File: src/rtl/toy_pkg.sv
// Shared TOY machine types: word/address vectors, panel command and controller state encodings.
package toy_pkg;

  localparam int ADDR_W = 8;
  localparam int DATA_W = 16;

  typedef logic [DATA_W-1:0] word_t;
  typedef logic [ADDR_W-1:0] addr_t;

  typedef enum logic [1:0] {OP_LOAD, OP_LOOK, OP_STEP} panel_op_e;
  typedef enum logic [1:0] {IDLE, REQ, RDWAIT} panel_state_e;

endpackage

File: src/rtl/panel_mem_ctrl_if.sv
// Main memory read/write port: single request with val/rdy handshake, read data one cycle after acceptance.
interface mem_rwport #(
  parameter int ADDR_W = toy_pkg::ADDR_W,
  parameter int DATA_W = toy_pkg::DATA_W
);
  logic [ADDR_W-1:0] addr;
  logic [DATA_W-1:0] wdata;
  logic              wen;
  logic              val;
  logic [DATA_W-1:0] rdata;
  logic              rdy;

  modport master (output addr, wdata, wen, val, input rdata, rdy);
  modport slave  (input addr, wdata, wen, val, output rdata, rdy);
endinterface

File: src/rtl/panel_mem_ctrl.sv
// Front-panel memory controller: turns LOAD/LOOK/STEP pulses into single memory transactions
// and holds the address/data shown on the panel lamps.
module panel_mem_ctrl #(
  parameter int ADDR_W = 8,
  parameter int DATA_W = 16
) (
  input  logic              clk_i,
  input  logic              rst_ni,
  mem_rwport.master         mem_intf,
  input  logic [ADDR_W-1:0] sw_addr_i,
  input  logic [DATA_W-1:0] sw_data_i,
  input  logic              load_i,
  input  logic              look_i,
  input  logic              step_i,
  output logic [ADDR_W-1:0] disp_addr_o,
  output logic [DATA_W-1:0] disp_data_o,
  output logic              busy_o,
  output logic              overrun_o
);
  import toy_pkg::*;

  panel_state_e      state_q, state_d;
  panel_op_e         op_q, op_d;
  logic [ADDR_W-1:0] addr_q, addr_d, disp_addr_q, disp_addr_d;
  logic [DATA_W-1:0] wdata_q, wdata_d, disp_data_q, disp_data_d;
  logic              wen_q, wen_d, val_q, val_d, busy_q, busy_d, overrun_q, overrun_d;
  logic              any_pulse, drop_pulse;

  always_comb begin
    state_d     = state_q;
    op_d        = op_q;
    addr_d      = addr_q;
    wdata_d     = wdata_q;
    wen_d       = wen_q;
    disp_addr_d = disp_addr_q;
    disp_data_d = disp_data_q;
    overrun_d   = overrun_q;
    any_pulse   = load_i | look_i | step_i;
    drop_pulse  = 1'b0;

    case (state_q)
      IDLE: begin
        if (any_pulse) begin
          state_d = REQ;
          if (load_i) begin
            op_d       = OP_LOAD;
            addr_d     = sw_addr_i;
            wdata_d    = sw_data_i;
            wen_d      = 1'b1;
            drop_pulse = look_i | step_i;
          end else if (look_i) begin
            op_d       = OP_LOOK;
            addr_d     = sw_addr_i;
            wen_d      = 1'b0;
            drop_pulse = step_i;
          end else begin
            op_d       = OP_STEP;
            addr_d     = disp_addr_q + 1'b1;
            wen_d      = 1'b0;
          end
          // Accepting a command clears the sticky flag unless this edge itself drops a pulse.
          overrun_d = drop_pulse;
        end
      end
      REQ: begin
        overrun_d = overrun_q | any_pulse;
        if (mem_intf.rdy) begin
          if (op_q == OP_LOAD) begin
            disp_addr_d = addr_q;
            disp_data_d = wdata_q;
            state_d     = IDLE;
          end else begin
            state_d     = RDWAIT;
          end
        end
      end
      RDWAIT: begin
        overrun_d   = overrun_q | any_pulse;
        disp_addr_d = addr_q;
        disp_data_d = mem_intf.rdata;
        state_d     = IDLE;
      end
      default: state_d = IDLE;
    endcase

    val_d  = (state_d == REQ);
    busy_d = (state_d != IDLE);
  end

  always_ff @(posedge clk_i) begin
    if (!rst_ni) begin
      state_q     <= IDLE;
      op_q        <= OP_LOAD;
      addr_q      <= '0;
      wdata_q     <= '0;
      wen_q       <= 1'b0;
      val_q       <= 1'b0;
      busy_q      <= 1'b0;
      overrun_q   <= 1'b0;
      disp_addr_q <= '0;
      disp_data_q <= '0;
    end else begin
      state_q     <= state_d;
      op_q        <= op_d;
      addr_q      <= addr_d;
      wdata_q     <= wdata_d;
      wen_q       <= wen_d;
      val_q       <= val_d;
      busy_q      <= busy_d;
      overrun_q   <= overrun_d;
      disp_addr_q <= disp_addr_d;
      disp_data_q <= disp_data_d;
    end
  end

  assign mem_intf.addr  = addr_q;
  assign mem_intf.wdata = wdata_q;
  assign mem_intf.wen   = wen_q;
  assign mem_intf.val   = val_q;
  assign disp_addr_o    = disp_addr_q;
  assign disp_data_o    = disp_data_q;
  assign busy_o         = busy_q;
  assign overrun_o      = overrun_q;

endmodule

File: src/flat_wrapper.sv
// flat-port wrapper written by rule: the top's interface ports become plain ports
module panel_mem_ctrl_flat import toy_pkg::*;
#(
  parameter int ADDR_W = 8,
  parameter int DATA_W = 16
)
  (clk_i, rst_ni, sw_addr_i, sw_data_i, load_i, look_i, step_i, disp_addr_o, disp_data_o, busy_o, overrun_o, mem_intf_addr, mem_intf_wdata, mem_intf_wen, mem_intf_val, mem_intf_rdata, mem_intf_rdy);
  mem_rwport #(.ADDR_W(ADDR_W), .DATA_W(DATA_W)) mem_intf_i ();
  input  logic clk_i;
  input  logic rst_ni;
  input  logic [ADDR_W-1:0] sw_addr_i;
  input  logic [DATA_W-1:0] sw_data_i;
  input  logic load_i;
  input  logic look_i;
  input  logic step_i;
  output logic [ADDR_W-1:0] disp_addr_o;
  output logic [DATA_W-1:0] disp_data_o;
  output logic busy_o;
  output logic overrun_o;
  output wire logic [$bits(mem_intf_i.addr)-1:0] mem_intf_addr;
  output wire logic [$bits(mem_intf_i.wdata)-1:0] mem_intf_wdata;
  output wire logic [$bits(mem_intf_i.wen)-1:0] mem_intf_wen;
  output wire logic [$bits(mem_intf_i.val)-1:0] mem_intf_val;
  input wire logic [$bits(mem_intf_i.rdata)-1:0] mem_intf_rdata;
  input wire logic [$bits(mem_intf_i.rdy)-1:0] mem_intf_rdy;
  assign mem_intf_addr = mem_intf_i.addr;
  assign mem_intf_wdata = mem_intf_i.wdata;
  assign mem_intf_wen = mem_intf_i.wen;
  assign mem_intf_val = mem_intf_i.val;
  assign mem_intf_i.rdata = mem_intf_rdata;
  assign mem_intf_i.rdy = mem_intf_rdy;
  panel_mem_ctrl #(.ADDR_W(ADDR_W), .DATA_W(DATA_W)) u_core (.clk_i(clk_i), .rst_ni(rst_ni), .mem_intf(mem_intf_i), .sw_addr_i(sw_addr_i), .sw_data_i(sw_data_i), .load_i(load_i), .look_i(look_i), .step_i(step_i), .disp_addr_o(disp_addr_o), .disp_data_o(disp_data_o), .busy_o(busy_o), .overrun_o(overrun_o));
endmodule
File: config.mk
export PLATFORM = sky130hd
export DESIGN_NAME = panel_mem_ctrl_flat
export DESIGN_NICKNAME = d
export VERILOG_FILES = /design/src/rtl/toy_pkg.sv /design/src/rtl/panel_mem_ctrl_if.sv /design/src/rtl/panel_mem_ctrl.sv /design/src/flat_wrapper.sv
export SDC_FILE = /design/constraint.sdc
export NUM_CORES = 1
export LEC_CHECK = 0
export ABC_AREA = 1
export ABC_CLOCK_PERIOD_IN_PS = 2680
export CAP_MARGIN = 20
export CORE_MARGIN = 2
export CORE_UTILIZATION = 45
export CTS_CLUSTER_DIAMETER = 200
export DETAILED_ROUTE_END_ITERATION = 10
export PLACE_DENSITY = 0.84
export SKIP_CTS_REPAIR_TIMING = 1
export SKIP_LAST_GASP = 1
export SLEW_MARGIN = 20
export SYNTH_ARGS = -nofsm -noshare
export SYNTH_HDL_FRONTEND = slang
export SYNTH_SLANG_ARGS = --single-unit
File: constraint.sdc
create_clock -name clk_i -period 2.68 [get_ports clk_i]
set_clock_uncertainty 0.15 [all_clocks]
set_input_delay 0.536 -clock clk_i [delete_from_list [all_inputs] [get_ports clk_i]]
set_output_delay 0.536 -clock clk_i [all_outputs]
set_load 0.02 [all_outputs]
==> metrics.txt <==
status complete, no violations; Final Cell Area 3560 um^2; unrepaired setup endpoints after global routing false; most common cell in the synthesized netlist o21ai_0; clk sinks 56; total track usage between 20 and 25%; # diodes 0; Seq cells post-synth 56; CP Max Fanout 30; Pwr Total 2.34 mW; syn_area_per_cell between 7 and 8 um^2; Slew headroom between 50% and 60%; hold crit path type reg2reg; initial core utilization between 40% and 50%; Routed Antenna Nets 0; # rows 26; NumNets Final 474; ys flop type dfxtp_1; Int Power 1.62 mW; DIE HEIGHT approximately 77 um; Setup-failing EPs final 0; router iterations before antenna repair 5; Netlist Area Pre-Place 2430 um^2; Unique masters post-synth 24; Post-synth top cells o21ai_0, dfxtp_1, nor2_1; vias in the first global route 2234; maximum VDD drop 0.566 mV; Routed Wire Length 6730 um; Yosys top cell by area dfxtp_1; number of CTS-inserted buffers 5; Placeable Area 5140 um^2; CTS tree yes; worst-path cell chain inv_1 > ha_1 > o21ai_4 > inv_2 > nor2_1 > nor2_1; share of cells above drive strength 1 between 4 and 5%; LEAKAGE 1.37 nW; area grow syn2layout 46.7%; post-route setup TNS 0 ns; Startpoint Class flip-flop; clk slew on worst S/H paths ~0.10 ns; final hold viol count 0; synth top area cells dfxtp_1, o21ai_0, nor2_1; final period utilization between 80% and 90%; Crit Path Category reg2reg; antenna violations before repair 0; input/output buffers 97; Final min period 2.14 ns; CP required between 2 and 3 ns; number of synthesized flops with an enable pin 0; Crit path top cell by count nor2_1; die area 5990 um^2; Detail Placement HPWL roughly 5000 um; Longest Clk Path Bufs 2; ys async rst share 0%; slowest CP cell o21ai_4; routed vias 2475; drc violations 0; via density per instance 5.01; Comb pwr share 29.6%; register area share after synthesis 46.2%; Sequential Power Share a little over two fifths; final slew viol count 0; largest net degree at the start of global routing 34; synthesized instance count around 330; clock latency on the worst-skew pair 0.31 ns; synth warn 0; max incr delay on CP around 0.58 ns; H-tree depth 2; Top Ports 98; initial DRC count 184; crit end category flip-flop; syn_nets 382; critical path arrival between 2 and 2.5 ns; clock power share ~27%; worst slew pin tran 0.680 ns; Sw Share 30.5%; Die Span X 77.4 um; Post-DP Area about 3400 um^2; PD cells 656 nW/um^2; gpl congestion 0.831; P_sw 0.713 mW; WL per Instance 13.6 um; Fmax about 470 MHz; maxcap violations 0; first-pass GRT wire length 10800 um; remaining global-route overflow 0; root buf cell clkbuf_8; fin util 69.2%; Yosys top cell area share 46.2%
==> registers in the layout (all words and copies together) (netlist names) <==
signal / count
u_core.busy_o: 1
u_core.disp_addr_o: 8
u_core.disp_data_o: 16
u_core.mem_intf.addr: 8
u_core.mem_intf.val: 1
u_core.mem_intf.wdata: 16
u_core.mem_intf.wen: 1
u_core.op_q: 2
u_core.overrun_o: 1
u_core.state_q: 2
==> power by group through the flow <==
stage / registers, mW / logic [mW] / clock network [mW]
2_1_floorplan: 1.13 / 0.265 / 0
3_3_place_gp: 1.02 / 0.671 / 0
3_5_place_dp: 1.02 / 0.689 / 0
4_1_cts: 1.01 / 0.692 / 0.641
5_1_grt: 1.02 / 0.752 / 0.670
6_report: 1.01 / 0.692 / 0.636
==> final timing paths <==
| kind | start | endpoint | slack [ns] | depth (start not counted) |
|---|---|---|---|---|
| worst min-delay path | u_core.mem_intf.wdata[7]$_SDFFE_PN0P_ | u_core.mem_intf.wdata[7]$_SDFFE_PN0P_ | 0.32 | 2 |
| worst max-delay path | u_core.state_q[1]$_SDFF_PN0_ | u_core.disp_addr_o[2]$_SDFFE_PN0P_ | 0.54 | 6 |
| worst min register to register | u_core.mem_intf.wdata[7]$_SDFFE_PN0P_ | u_core.mem_intf.wdata[7]$_SDFFE_PN0P_ | 0.32 | 2 |
| worst max register to register | u_core.state_q[1]$_SDFF_PN0_ | u_core.disp_addr_o[2]$_SDFFE_PN0P_ | 0.54 | 6 |
==> cells by family after synthesis <==
kind of cell	after synthesis	synth area share, %
buf+inv	49	9.59
simple gates	117	19.8
xor+xnor	1	0.361
flops	56	46.2
compound gates	105	22.0
fa+ha+maj	4	2.06
==> through the flow <==
stage	worst slack, ns	cells	hold WS [ns]
after floorplan	1.24	332	0.289
after global placement	0.333	487	0.300
after detailed placement	0.230	487	0.308
after CTS	0.198	494	0.322
after global routing	0.367	494	0.351
final	0.536	494	0.322
==> layer usage <==
layer  vias to the layer above  GRT usage (%)  share of wire, %
met2                        86           38.3                50
met1                      1119           29.2                44
li1                       1259              -                 -
met4                         0           6.25               2.1
met5                         -              0                 0
met3                        11           3.95               4.8
==> layout by cell type, fill, tap and decap left out, drive strengths merged, types with 4 or more instances in the layout <==
master,Yosys,final
clkbuf,7,5
clkdlybuf4s50,0,97
ha,4,4
buf,10,5
a21oi,33,33
nand3,8,8
dfxtp,56,56
o21ai,69,69
nand2,50,50
inv,32,32
nor2,56,56
==> cell type report <==
type / count / area [um^2]
Clock buffer: 5 / 68.8
Clock inverter: 2 / 60.1
Fill cell: 451 / 1580
Inverter: 32 / 120
Multi-Input combinational cell: 227 / 1080
Sequential cell: 56 / 1120
Tap cell: 70 / 87.6
Timing Repair Buffer: 102 / 1020
==> critical path: cells and delay by family, from the launching register on <==
kind / cells / cell delay [ns]
flops: 1 / 0.40
fa+ha+maj: 1 / 0.25
compound gates: 1 / 0.58
buf+inv: 2 / 0.39
simple gates: 2 / 0.25
No activity file was read; power rests on OpenSTA's default activity.
